File: src/rtl/dmem_arbiter.sv
// Two-requester round-robin arbiter in front of a single-port word data memory.
// Each access runs IDLE -> ACCESS -> RESP; illegal addresses complete with err and no strobes.
module dmem_arbiter #(
  parameter int MEM_BYTES = 32
) (
  input  logic        clk_i,
  input  logic        rst_i,
  input  logic        m0_req_i,
  input  logic        m1_req_i,
  input  logic        m0_we_i,
  input  logic        m1_we_i,
  input  logic [31:0] m0_addr_i,
  input  logic [31:0] m1_addr_i,
  input  logic [31:0] m0_wdata_i,
  input  logic [31:0] m1_wdata_i,
  output logic        m0_gnt_o,
  output logic        m1_gnt_o,
  output logic        m0_rvalid_o,
  output logic        m1_rvalid_o,
  output logic [31:0] m0_rdata_o,
  output logic [31:0] m1_rdata_o,
  output logic        m0_err_o,
  output logic        m1_err_o,
  output logic [31:0] mem_addr_o,
  output logic [31:0] mem_data_o,
  output logic        MemRead_o,
  output logic        MemWrite_o,
  input  logic [31:0] mem_data_i
);

  localparam logic [31:0] MAX_ADDR = 32'(MEM_BYTES - 4);

  typedef enum logic [1:0] {IDLE, ACCESS, RESP} state_t;

  typedef struct packed {
    logic        we;
    logic [31:0] addr;
    logic [31:0] wdata;
    logic        bad;
    logic        win;   // 1 = m1 owns this access
  } req_t;

  state_t      state_q, state_d;
  req_t        cur_q, pick;
  logic        last_q;  // 1 = m1 was granted last
  logic        any_req, pick_m1;
  logic [31:0] rdata0_q, rdata1_q, rd_val;

  function automatic logic illegal(input logic [31:0] a);
    return (a[1:0] != 2'b00) || (a > MAX_ADDR);
  endfunction

  // Lone requester wins; on a tie the one not served last wins.
  always_comb begin
    any_req    = m0_req_i | m1_req_i;
    pick_m1    = m1_req_i && (!m0_req_i || !last_q);
    pick       = '0;
    pick.win   = pick_m1;
    pick.we    = pick_m1 ? m1_we_i    : m0_we_i;
    pick.addr  = pick_m1 ? m1_addr_i  : m0_addr_i;
    pick.wdata = pick_m1 ? m1_wdata_i : m0_wdata_i;
    pick.bad   = illegal(pick.addr);
  end

  always_comb begin
    state_d = state_q;
    case (state_q)
      IDLE:    if (any_req) state_d = ACCESS;
      ACCESS:  state_d = RESP;
      RESP:    state_d = IDLE;
      default: state_d = IDLE;
    endcase
  end

  assign rd_val = cur_q.bad ? 32'h0 : mem_data_i;

  always_ff @(posedge clk_i or posedge rst_i) begin
    if (rst_i) begin
      state_q  <= IDLE;
      cur_q    <= '0;
      last_q   <= 1'b1;
      rdata0_q <= '0;
      rdata1_q <= '0;
    end else begin
      state_q <= state_d;
      if (state_q == IDLE && any_req) begin
        cur_q  <= pick;
        last_q <= pick.win;
      end
      // Reads and illegal accesses both load rdata; legal writes leave it alone.
      if (state_q == ACCESS && (cur_q.bad || !cur_q.we)) begin
        if (cur_q.win) rdata1_q <= rd_val;
        else           rdata0_q <= rd_val;
      end
    end
  end

  // Strobes decode straight from state so an async reset kills them at once.
  always_comb begin
    m0_gnt_o    = (state_q == ACCESS) && !cur_q.win;
    m1_gnt_o    = (state_q == ACCESS) &&  cur_q.win;
    MemWrite_o  = (state_q == ACCESS) && !cur_q.bad &&  cur_q.we;
    MemRead_o   = (state_q == ACCESS) && !cur_q.bad && !cur_q.we;
    m0_rvalid_o = (state_q == RESP) && !cur_q.win;
    m1_rvalid_o = (state_q == RESP) &&  cur_q.win;
    m0_err_o    = m0_rvalid_o && cur_q.bad;
    m1_err_o    = m1_rvalid_o && cur_q.bad;
    mem_addr_o  = cur_q.addr;
    mem_data_o  = cur_q.wdata;
    m0_rdata_o  = rdata0_q;
    m1_rdata_o  = rdata1_q;
  end

endmodule

File: config.mk
export PLATFORM = sky130hd
export DESIGN_NAME = dmem_arbiter
export DESIGN_NICKNAME = d
export VERILOG_FILES = /design/src/rtl/dmem_arbiter.sv
export SDC_FILE = /design/constraint.sdc
export NUM_CORES = 1
export LEC_CHECK = 0
export CORE_AREA = 2 2 117 119
export DETAILED_ROUTE_END_ITERATION = 12
export DIE_AREA = 0 0 119 121
export DONT_BUFFER_PORTS = 1
export PLACE_DENSITY_LB_ADDON = 0.15
export SYNTH_ARGS = -nofsm -noshare
export SYNTH_HDL_FRONTEND = slang
export SYNTH_SLANG_ARGS = --single-unit
File: constraint.sdc
create_clock -name clk_i -period 10.96 [get_ports clk_i]
set_clock_uncertainty 0.05 [all_clocks]
set_input_delay 0.548 -clock clk_i [delete_from_list [all_inputs] [get_ports clk_i]]
set_output_delay 0.548 -clock clk_i [all_outputs]
set_load 0.01 [all_outputs]
**After elaboration in Yosys (flattened, before gate mapping)**

Index checks and enable logic that the tools add are counted.

- Add/subtract/negate cells: 0
- Multipliers: 0
- Divide/modulo/power cells: 0
- Order comparisons: 1
- Eq/ne operators: 3
- Shift-type cells: 0
- Mux-type cells: 6
- Bitwise logic cells: 2
- Reductions and logical operators: 24

Operators by type and width:

| operator | count |
|---|---|
| 32-bit two-way mux | 3 |
| 32-bit by 5-bit greater-than comparator with 1-bit output, second input constant | 1 |
| 1-bit logical AND | 12 |
| 1-bit zero test | 5 |
| 2-bit case mux with 2 select lines | 1 |
| 2-bit AND reduction | 2 |
| 1-bit logical OR | 3 |
| 2-bit by 1-bit == test with 1-bit output, second input constant | 1 |
| 2-bit == test, second input constant | 1 |
| 2-bit zero test | 1 |
| 2-bit two-way mux | 1 |
| 2-bit != test, second input constant | 1 |
| 2-bit nonzero test | 1 |
| 1-bit two-way mux | 1 |
| 1-bit inverter | 1 |
| 1-bit OR | 1 |

- Register bits: 134
- Latch bits: 0
- Bits in writable memories: 0
- Memory bits (read-only): 0
- Input port bits: 166
- Output and inout port bits: 136
- Word-level logic and storage cells: 45
- Memories: 0

**Longest topological paths before layout**

Gate-level depths: netlist of the first run.

- Depth after elaboration: 6
- Mapped depth: 6
- Depth with buffers taken out: 5

**Worst setup path before layout of the first run**

Ideal clock, no wire load.

- Path type: input-to-reg
- Start: input m1_req_i
- End: register cur_q[1] in the netlist's numbering
- Library setup time: 0.130 ns
- Arrival: 1.400 ns
- Required time: 10.780 ns
- Slack: 9.379 ns
- Cell stages on the path: 6
- Path buffers: 2
- Cell sequence: a21boi_2 > buf_6 > buf_12 > nand4b_1 > a222oi_1 > a21oi_1

- Word-level cells in the longest chain between the ends: 4
- Elaborated cells between the ends (all ways): 7
- Classes of those cells: order compare (1); mux (1); bitwise (1); reduce/logical (4)

RTL lines:

| element | RTL line | source |
|---|---|---|
| start, declared | 9 | `input logic m1_req_i,` |
| 1-bit logical AND | 56 | `pick_m1 = m1_req_i && (!m0_req_i \|\| !last_q);` |
| 32-bit two-way mux | 60 | `pick.addr = pick_m1 ? m1_addr_i : m0_addr_i;` |
| 32-bit by 5-bit greater-than comparator with 1-bit output / 2-bit nonzero test (equally long branches) | 50 | `return (a[1:0] != 2'b00) \|\| (a > MAX_ADDR);` |
| 1-bit logical OR | 50 |  |
| end signal, assigned | 87 | `cur_q <= pick;` |
| end, declared | 44 | `req_t cur_q, pick;` |

Several ways; a longest one is shown, not always the timed one.
A chain may end at the register's enable or synchronous reset.

**Final worst setup path of the first run**

- Start: register state_q[0]
- End: register cur_q, in the netlist mem_addr_o[16]

- Word-level cells in the longest chain between the ends: 2

RTL lines:

| element | RTL line | source |
|---|---|---|
| start, declared | 43 | `state_t state_q, state_d;` |
| start signal, assigned | 85 | `state_q <= state_d;` |
| 2-bit zero test | 86 | `if (state_q == IDLE && any_req) begin` |
| 1-bit logical AND | 86 |  |

Every way passes these cells.

==> results of run 1 <==
cells by family after synthesis:
| logic type | count (synthesis) | share of synthesized area [%] |
|---|---|---|
| compound gates | 104 | 8.245 |
| buf+inv | 134 | 12.95 |
| flops | 134 | 51.65 |
| mux | 97 | 14.95 |
| simple gates | 168 | 12.21 |
worst max-delay path by stage:
stage	to	slack [ns]	depth (start not counted)
2_1_floorplan	cur_q[0]	6.78	1
5_1_grt	mem_addr_o[20]	8.33	5
3_3_place_gp	cur_q[1]	8.57	5
3_5_place_dp	cur_q[1]	8.52	5
6_report	mem_addr_o[16]	8.67	5
4_1_cts	mem_data_o[9]	8.61	5
report_power, final:
| group | leakage [nW] | switching, W | internal [W] | total [W] |
|---|---|---|---|---|
| clock | 0.320 | 0.000211 | 0.000416 | 0.000626 |
| combinational | 0.983 | 0.000255 | 0.000147 | 0.000402 |
| sequential | 1.67 | 0.000171 | 0.000634 | 0.000805 |
critical path, cell delays in order (launching register included):
cell and delay (ns):
dfrtp_1 0.39, nor2_1 0.36, o21a_4 0.19, buf_4 0.91
nor2_1 0.11, a21oi_1 0.16
state kept, by name, indices dropped and copies added (netlist names):
name / count
m0_rdata_o: 32
cur_q: 3
m1_rdata_o: 32
state_q: 2
mem_data_o: 32
last_q: 1
mem_addr_o: 32
layer usage:
layer,global-route usage [%],vias up
li1,-,1905
met1,23.65,1921
met2,32.87,215
met3,9.727,34
met4,9.524,0
met5,0,-
cell usage in the layout, fill, tap and decap left out:
cell	Yosys	final
buf_4	80	5
clkinvlp_4	0	1
nand2b_1	34	34
dlygate4sd3_1	0	1
nand4b_1	2	2
dfstp_2	1	1
bufinv_16	0	5
inv_6	0	2
nor2b_1	1	1
a31oi_1	1	1
nand4_1	2	2
a21oi_1	67	67
o21a_4	0	1
o21ai_1	33	33
and2_1	2	2
clkbuf_8	0	2
nand3b_1	1	1
clkinv_4	0	2
nand3_2	2	2
clkinv_2	0	3
dfrtp_1	133	133
clkbuf_1	5	1
nor2_2	1	1
nor3_1	3	3
nor4_1	12	12
nor2_1	73	73
nand2_2	1	1
nand2_1	34	34
inv_2	2	2
clkbuf_16	0	17
a21boi_4	0	1
inv_1	33	32
a222oi_1	1	1
mux2i_1	97	97
per-stage QoR:
stage | cell area [µm²] | hold WS [ns] | std cells | total power [W] | worst slack (ns)
floorplan | 6495 | 0.4461 | 637 | 0.001292 | 6.781
global placement | 6063 | 0.4238 | 719 | 0.001204 | 8.574
detailed placement | 6063 | 0.4222 | 719 | 0.001220 | 8.517
CTS | 6729 | 0.1280 | 752 | 0.001853 | 8.614
global route | 6729 | 0.1432 | 752 | 0.001937 | 8.327
finish | 6729 | 0.1512 | 752 | 0.001833 | 8.675
what timing repair did:
| item | CTS | global route |
|---|---|---|
| endpoints found under the setup margin | 0 | 0 |
| hold buffers | 1 | 0 |
| hold endpoints to repair | 50 | 0 |
layout make-up:
type,instances,share of cell area [%]
clock buffer,20,6.787
clock inverter,12,2.956
inverter,35,2.027
multi-input combinational,369,34.40
sequential,134,49.85
tap,176,3.273
timing repair buffer,6,0.7066
==> implementation parameters, run 1 <==
Parameter                              Value

Synth
  Synthesized netlist cell count ... approximately 640
  Count of different cell masters after synthesis ... 30
  Sequential cell area fraction in the yosys report ... 51.65%
  Main synth FF type ... dfrtp_1
  Netlist area before placement ... 6495 µm²
  Proportion of netlist area held by the largest area contributor ... roughly half
  Yosys top cell by area ... dfrtp_1
  Average instance area after synthesis ... 10.20 µm²
  Proportion of register bits with asynchronous set or reset after synthesis ... 100.0%
  Mapped Nets ... roughly 800
  Number of enable flip-flop cells after synthesis ... 0
  Number of warnings reported in the yosys synthesis log ... 0
  Most numerous cell in the Yosys netlist ... dfrtp_1
  Register bit total from synthesis ... between 100 and 150
  Commonest cells in the netlist ... dfrtp_1 (133), mux2i_1 (97), buf_4 (80), nor2_1 (73), a21oi_1 (67)
  Main area contributors after synthesis ... dfrtp_1 (51%), mux2i_1 (15%), buf_4 (9.2%)

Critical path
  Critical Setup Path Class ... reg -> reg
  Endpoint of the worst-slack reg-to-reg timing path ... mem_addr_o[16]
  Setup crit start ... state_q[0]
  Worst reg2reg setup slack ... roughly 8.7 ns
  CP endpoint kind ... register
  Worst R2R Path Depth ... 5
  Origin of the critical flop-to-flop path ... state_q[0]
  Required time at the worst-slack endpoint ... approximately 11 ns
  Type of origin of the critical path ... register
  Highest fanout seen on the critical path ... roughly 130
  Arrival @ worst endpoint ... between 2 and 3 ns

Floorplan
  Std-Cell Core Area ... 13090 µm²
  # IOs ... between 300 and 400
  Area of the die ... 14400 µm²
  Starting density of the core ... between 40% and 50%
  Row Count ... 42
  Die Span X ... ~120 µm
  Chip Height ... approximately 120 µm

Timing
  FMAX ... 437.6 MHz
  Summed negative setup slack over all endpoints ... 0 ns
  Clock period minus worst slack ... 2.285 ns
  Setup repair after global routing missed its margin ... false
  Slew Viols, Final ... 0
  Final count of hold timing violations ... 0
  Rel. slew slack ... 19.63%
  Post-route clock period utilization ... a little over a fifth
  Worst-Margin Slew ... around 1.2 ns
  Total setup violations reported at the end of the flow ... 0

Run
  Max Cap Violations ... 0

Layout
  Register cell area after layout ... between 3000 and 4000 µm²
  Number of nets in the finished design ... roughly 730
  Area of the multi-input gates ... about 2300 µm²
  Ratio of cells with drive above 1 in the final layout ... between 7 and 8%
  Antenna diodes ... 0
  Post-synthesis to final-layout area growth ... 3.602%
  Layout fillers ... 1169
  Core Util, Final ... approximately half

Route
  First-pass DRT Iterations ... 4
  Post-detailed-route via-to-cell ratio ... 5.419
  Met3 wirelength from detailed routing ... 1.549 mm
  Wire length the detailed router placed on met1 ... 5.667 mm
  Number of violations reported at the end of detailed-routing iteration 0 ... ~290
  Total via count after detailed routing ... roughly 4000
  Top routing layer used ... met4
  Overall routed net length ... around 15 mm
  Routed wl met2 ... roughly 7.1 mm
  DRC errors left ... 0
  Antenna viol nets, final ... 0
  Average routed wire per standard cell ... slightly below 20 µm

Pwr
  Leak ... approximately 3.0 nW
  Total power per unit cell area ... about 270 nW/µm²
  Peak supply drop ... between 0.0003 and 0.0004 V

CTS
  Total CTS buffers ... 17
  Clock-pin slew on the worst setup and hold paths ... ~0.060 ns
  Clock tree from TritonCTS ... built
  Post-cts sizing count ... 0
  Worst-Skew Late Latency ... between 0.4 and 0.5 ns
  Number of buffers inserted by post-CTS setup repair ... 0
  Largest buffer count on any clock path ... 2
  Sinks on Clock Net ... roughly 130
  Root Buffer Master ... clkbuf_16
  Number of H-tree levels ... 4

Global routing
  Vias in the first global route ... 4292
  Grt ovf ... 0
  Wire length of the first global-routing pass ... ~23 mm
  Global-route usage over all layers ... about a fifth
  Largest net degree at the start of global routing ... roughly 140
  Initial antenna violation count ... 0

Hold path
  Hold/Removal Path Class ... in -> reg
  Number of cells traversed by the worst hold path ... 1
  Startpoint of the worst hold path ... m0_req_i
  End point of the most critical hold path ... last_q

Placed design
  Gp weighted congestion ... roughly 0.87
  IO buf count ... 0
  HPWL after detailed placement ... 10.70 mm

Run status
  Run status ... completed
Power figures use the tool's default switching activity.
==> run 2, diff against run 1 <==
- clock period: 10.96 -> 2.4 ns (I/O delays scaled with it)
==> implementation parameters, run 2 <==
Parameter                              Value

Synth
  Main area contributors after synthesis ... dfrtp_1 (51%), mux2i_1 (15%), buf_4 (9.2%)
  Number of enable flip-flop cells after synthesis ... 0 (unchanged)
  Yosys top cell by area ... dfrtp_1
  Proportion of netlist area held by the largest area contributor ... 51.24% (unchanged)
  Most numerous cell in the Yosys netlist ... dfrtp_1
  Netlist area before placement ... 6495 µm² (unchanged)
  Mapped Nets ... 803 (unchanged)
  Sequential cell area fraction in the yosys report ... 51.65% (unchanged)
  Proportion of register bits with asynchronous set or reset after synthesis ... 100.0% (unchanged)
  Commonest cells in the netlist ... dfrtp_1 (133), mux2i_1 (97), buf_4 (80), nor2_1 (73), a21oi_1 (67)
  Average instance area after synthesis ... 10.20 µm² (unchanged)
  Number of warnings reported in the yosys synthesis log ... 0 (unchanged)
  Synthesized netlist cell count ... 637 (unchanged)
  Register bit total from synthesis ... 134 (unchanged)
  Count of different cell masters after synthesis ... 30 (unchanged)
  Main synth FF type ... dfrtp_1

Floorplan
  # IOs ... 302 (unchanged)
  Row Count ... 42 (unchanged)
  Chip Height ... 121 µm (unchanged)
  Die Span X ... 119 µm (unchanged)
  Starting density of the core ... 49.64% (unchanged)

CTS
  Largest buffer count on any clock path ... 2 (unchanged)
  Post-cts sizing count ... 0 (unchanged)
  Sinks on Clock Net ... 134 (unchanged)
  Total CTS buffers ... 17 (unchanged)
  Number of buffers inserted for hold repair after clock tree synthesis ... 153 (+152)
  Number of H-tree levels ... 4 (unchanged)
  Root Buffer Master ... clkbuf_16
  Number of buffers inserted by post-CTS setup repair ... 0 (unchanged)

Run status
  Run status ... aborted with a tool error
  First Err ... [ERROR RSZ-0060] Max buffer count reached.
  Failed at ... clock tree synthesis (4_1_cts)

Placed design
  HPWL after detailed placement ... 10.79 mm (+0.82%)
  Post-DP Area ... 6175 µm² (+1.8%)
  IO buf count ... 0 (unchanged)
  Gp weighted congestion ... 0.8033 (-7.5%)
## run 2: cell counts after synthesis
No cell type changed its count.
## run 2: metrics by stage
stage	setup slack [ns]	std cells
global placement	0.4744	724
floorplan	0.5656	637
detailed placement	0.4547	724
## run 2: cell families after synthesis
| group | after synthesis | share of synthesized area (%) |
|---|---|---|
| muxes | 97 | 14.95 |
| buffers and inverters | 134 | 12.95 |
| and+or+nand+nor | 168 | 12.21 |
| DFF | 134 | 51.65 |
| AOI/OAI and AO/OA | 104 | 8.245 |
==> run 3, diff against run 2 <==
- CORE_AREA: 2 2 117 119 -> unset
- CORE_MARGIN: unset -> 1
- CORE_UTILIZATION: unset -> 40
- DIE_AREA: 0 0 119 121 -> unset
==> implementation parameters, run 3 <==
Parameter                              Value

Placed design
  Post-DP Area ... 6215 µm² (+0.65%)
  Gp weighted congestion ... 0.8175 (+1.8%)
  HPWL after detailed placement ... 11.11 mm (+2.9%)
  Worst slack at placement ... 0.6130 ns (+0.1583 ns)
  IO buf count ... 0 (unchanged)

Floorplan
  Row Count ... 46 (+9.5%)
  Die Span X ... 129.4 µm (+8.8%)
  Chip Height ... 129.4 µm (+7.0%)
  Starting density of the core ... 40.89% (-8.7 points)
  # IOs ... 302 (unchanged)

Synth
  Netlist area before placement ... 6495 µm² (unchanged)
  Synthesized netlist cell count ... 637 (unchanged)
  Average instance area after synthesis ... 10.20 µm² (unchanged)
  Proportion of netlist area held by the largest area contributor ... 51.24% (unchanged)
  Register bit total from synthesis ... 134 (unchanged)
  Main area contributors after synthesis ... dfrtp_1 (51%), mux2i_1 (15%), buf_4 (9.2%)
  Mapped Nets ... 803 (unchanged)
  Number of enable flip-flop cells after synthesis ... 0 (unchanged)
  Most numerous cell in the Yosys netlist ... dfrtp_1
  Number of warnings reported in the yosys synthesis log ... 0 (unchanged)
  Proportion of register bits with asynchronous set or reset after synthesis ... 100.0% (unchanged)
  Commonest cells in the netlist ... dfrtp_1 (133), mux2i_1 (97), buf_4 (80), nor2_1 (73), a21oi_1 (67)
  Sequential cell area fraction in the yosys report ... 51.65% (unchanged)
  Main synth FF type ... dfrtp_1
  Count of different cell masters after synthesis ... 30 (unchanged)
  Yosys top cell by area ... dfrtp_1

CTS
  Number of buffers inserted by post-CTS setup repair ... 0 (unchanged)
  Post-cts sizing count ... 0 (unchanged)
  Root Buffer Master ... clkbuf_16
  Largest buffer count on any clock path ... 2 (unchanged)
  Sinks on Clock Net ... 134 (unchanged)
  Total CTS buffers ... 17 (unchanged)
  Number of buffers inserted for hold repair after clock tree synthesis ... 161 (+5.2%)
  Number of H-tree levels ... 4 (unchanged)

Run status
  First Err ... [ERROR RSZ-0060] Max buffer count reached.
  Run status ... aborted with a tool error
  Failed at ... clock tree synthesis (4_1_cts)
## run 3: stage by stage
stage	util [%]	std cells	hold slack [ns]
2_1_floorplan	-	637	0.1400
3_5_place_dp	39.12	766	0.05782
3_3_place_gp	39.12	766	0.06118
## run 3: cells by family after synthesis
kind of cell / Yosys count / share of synthesized area [%]
and+or+nand+nor: 168 / 12.21
AOI/OAI and AO/OA: 104 / 8.245
buffers and inverters: 134 / 12.95
DFF: 134 / 51.65
muxes: 97 / 14.95
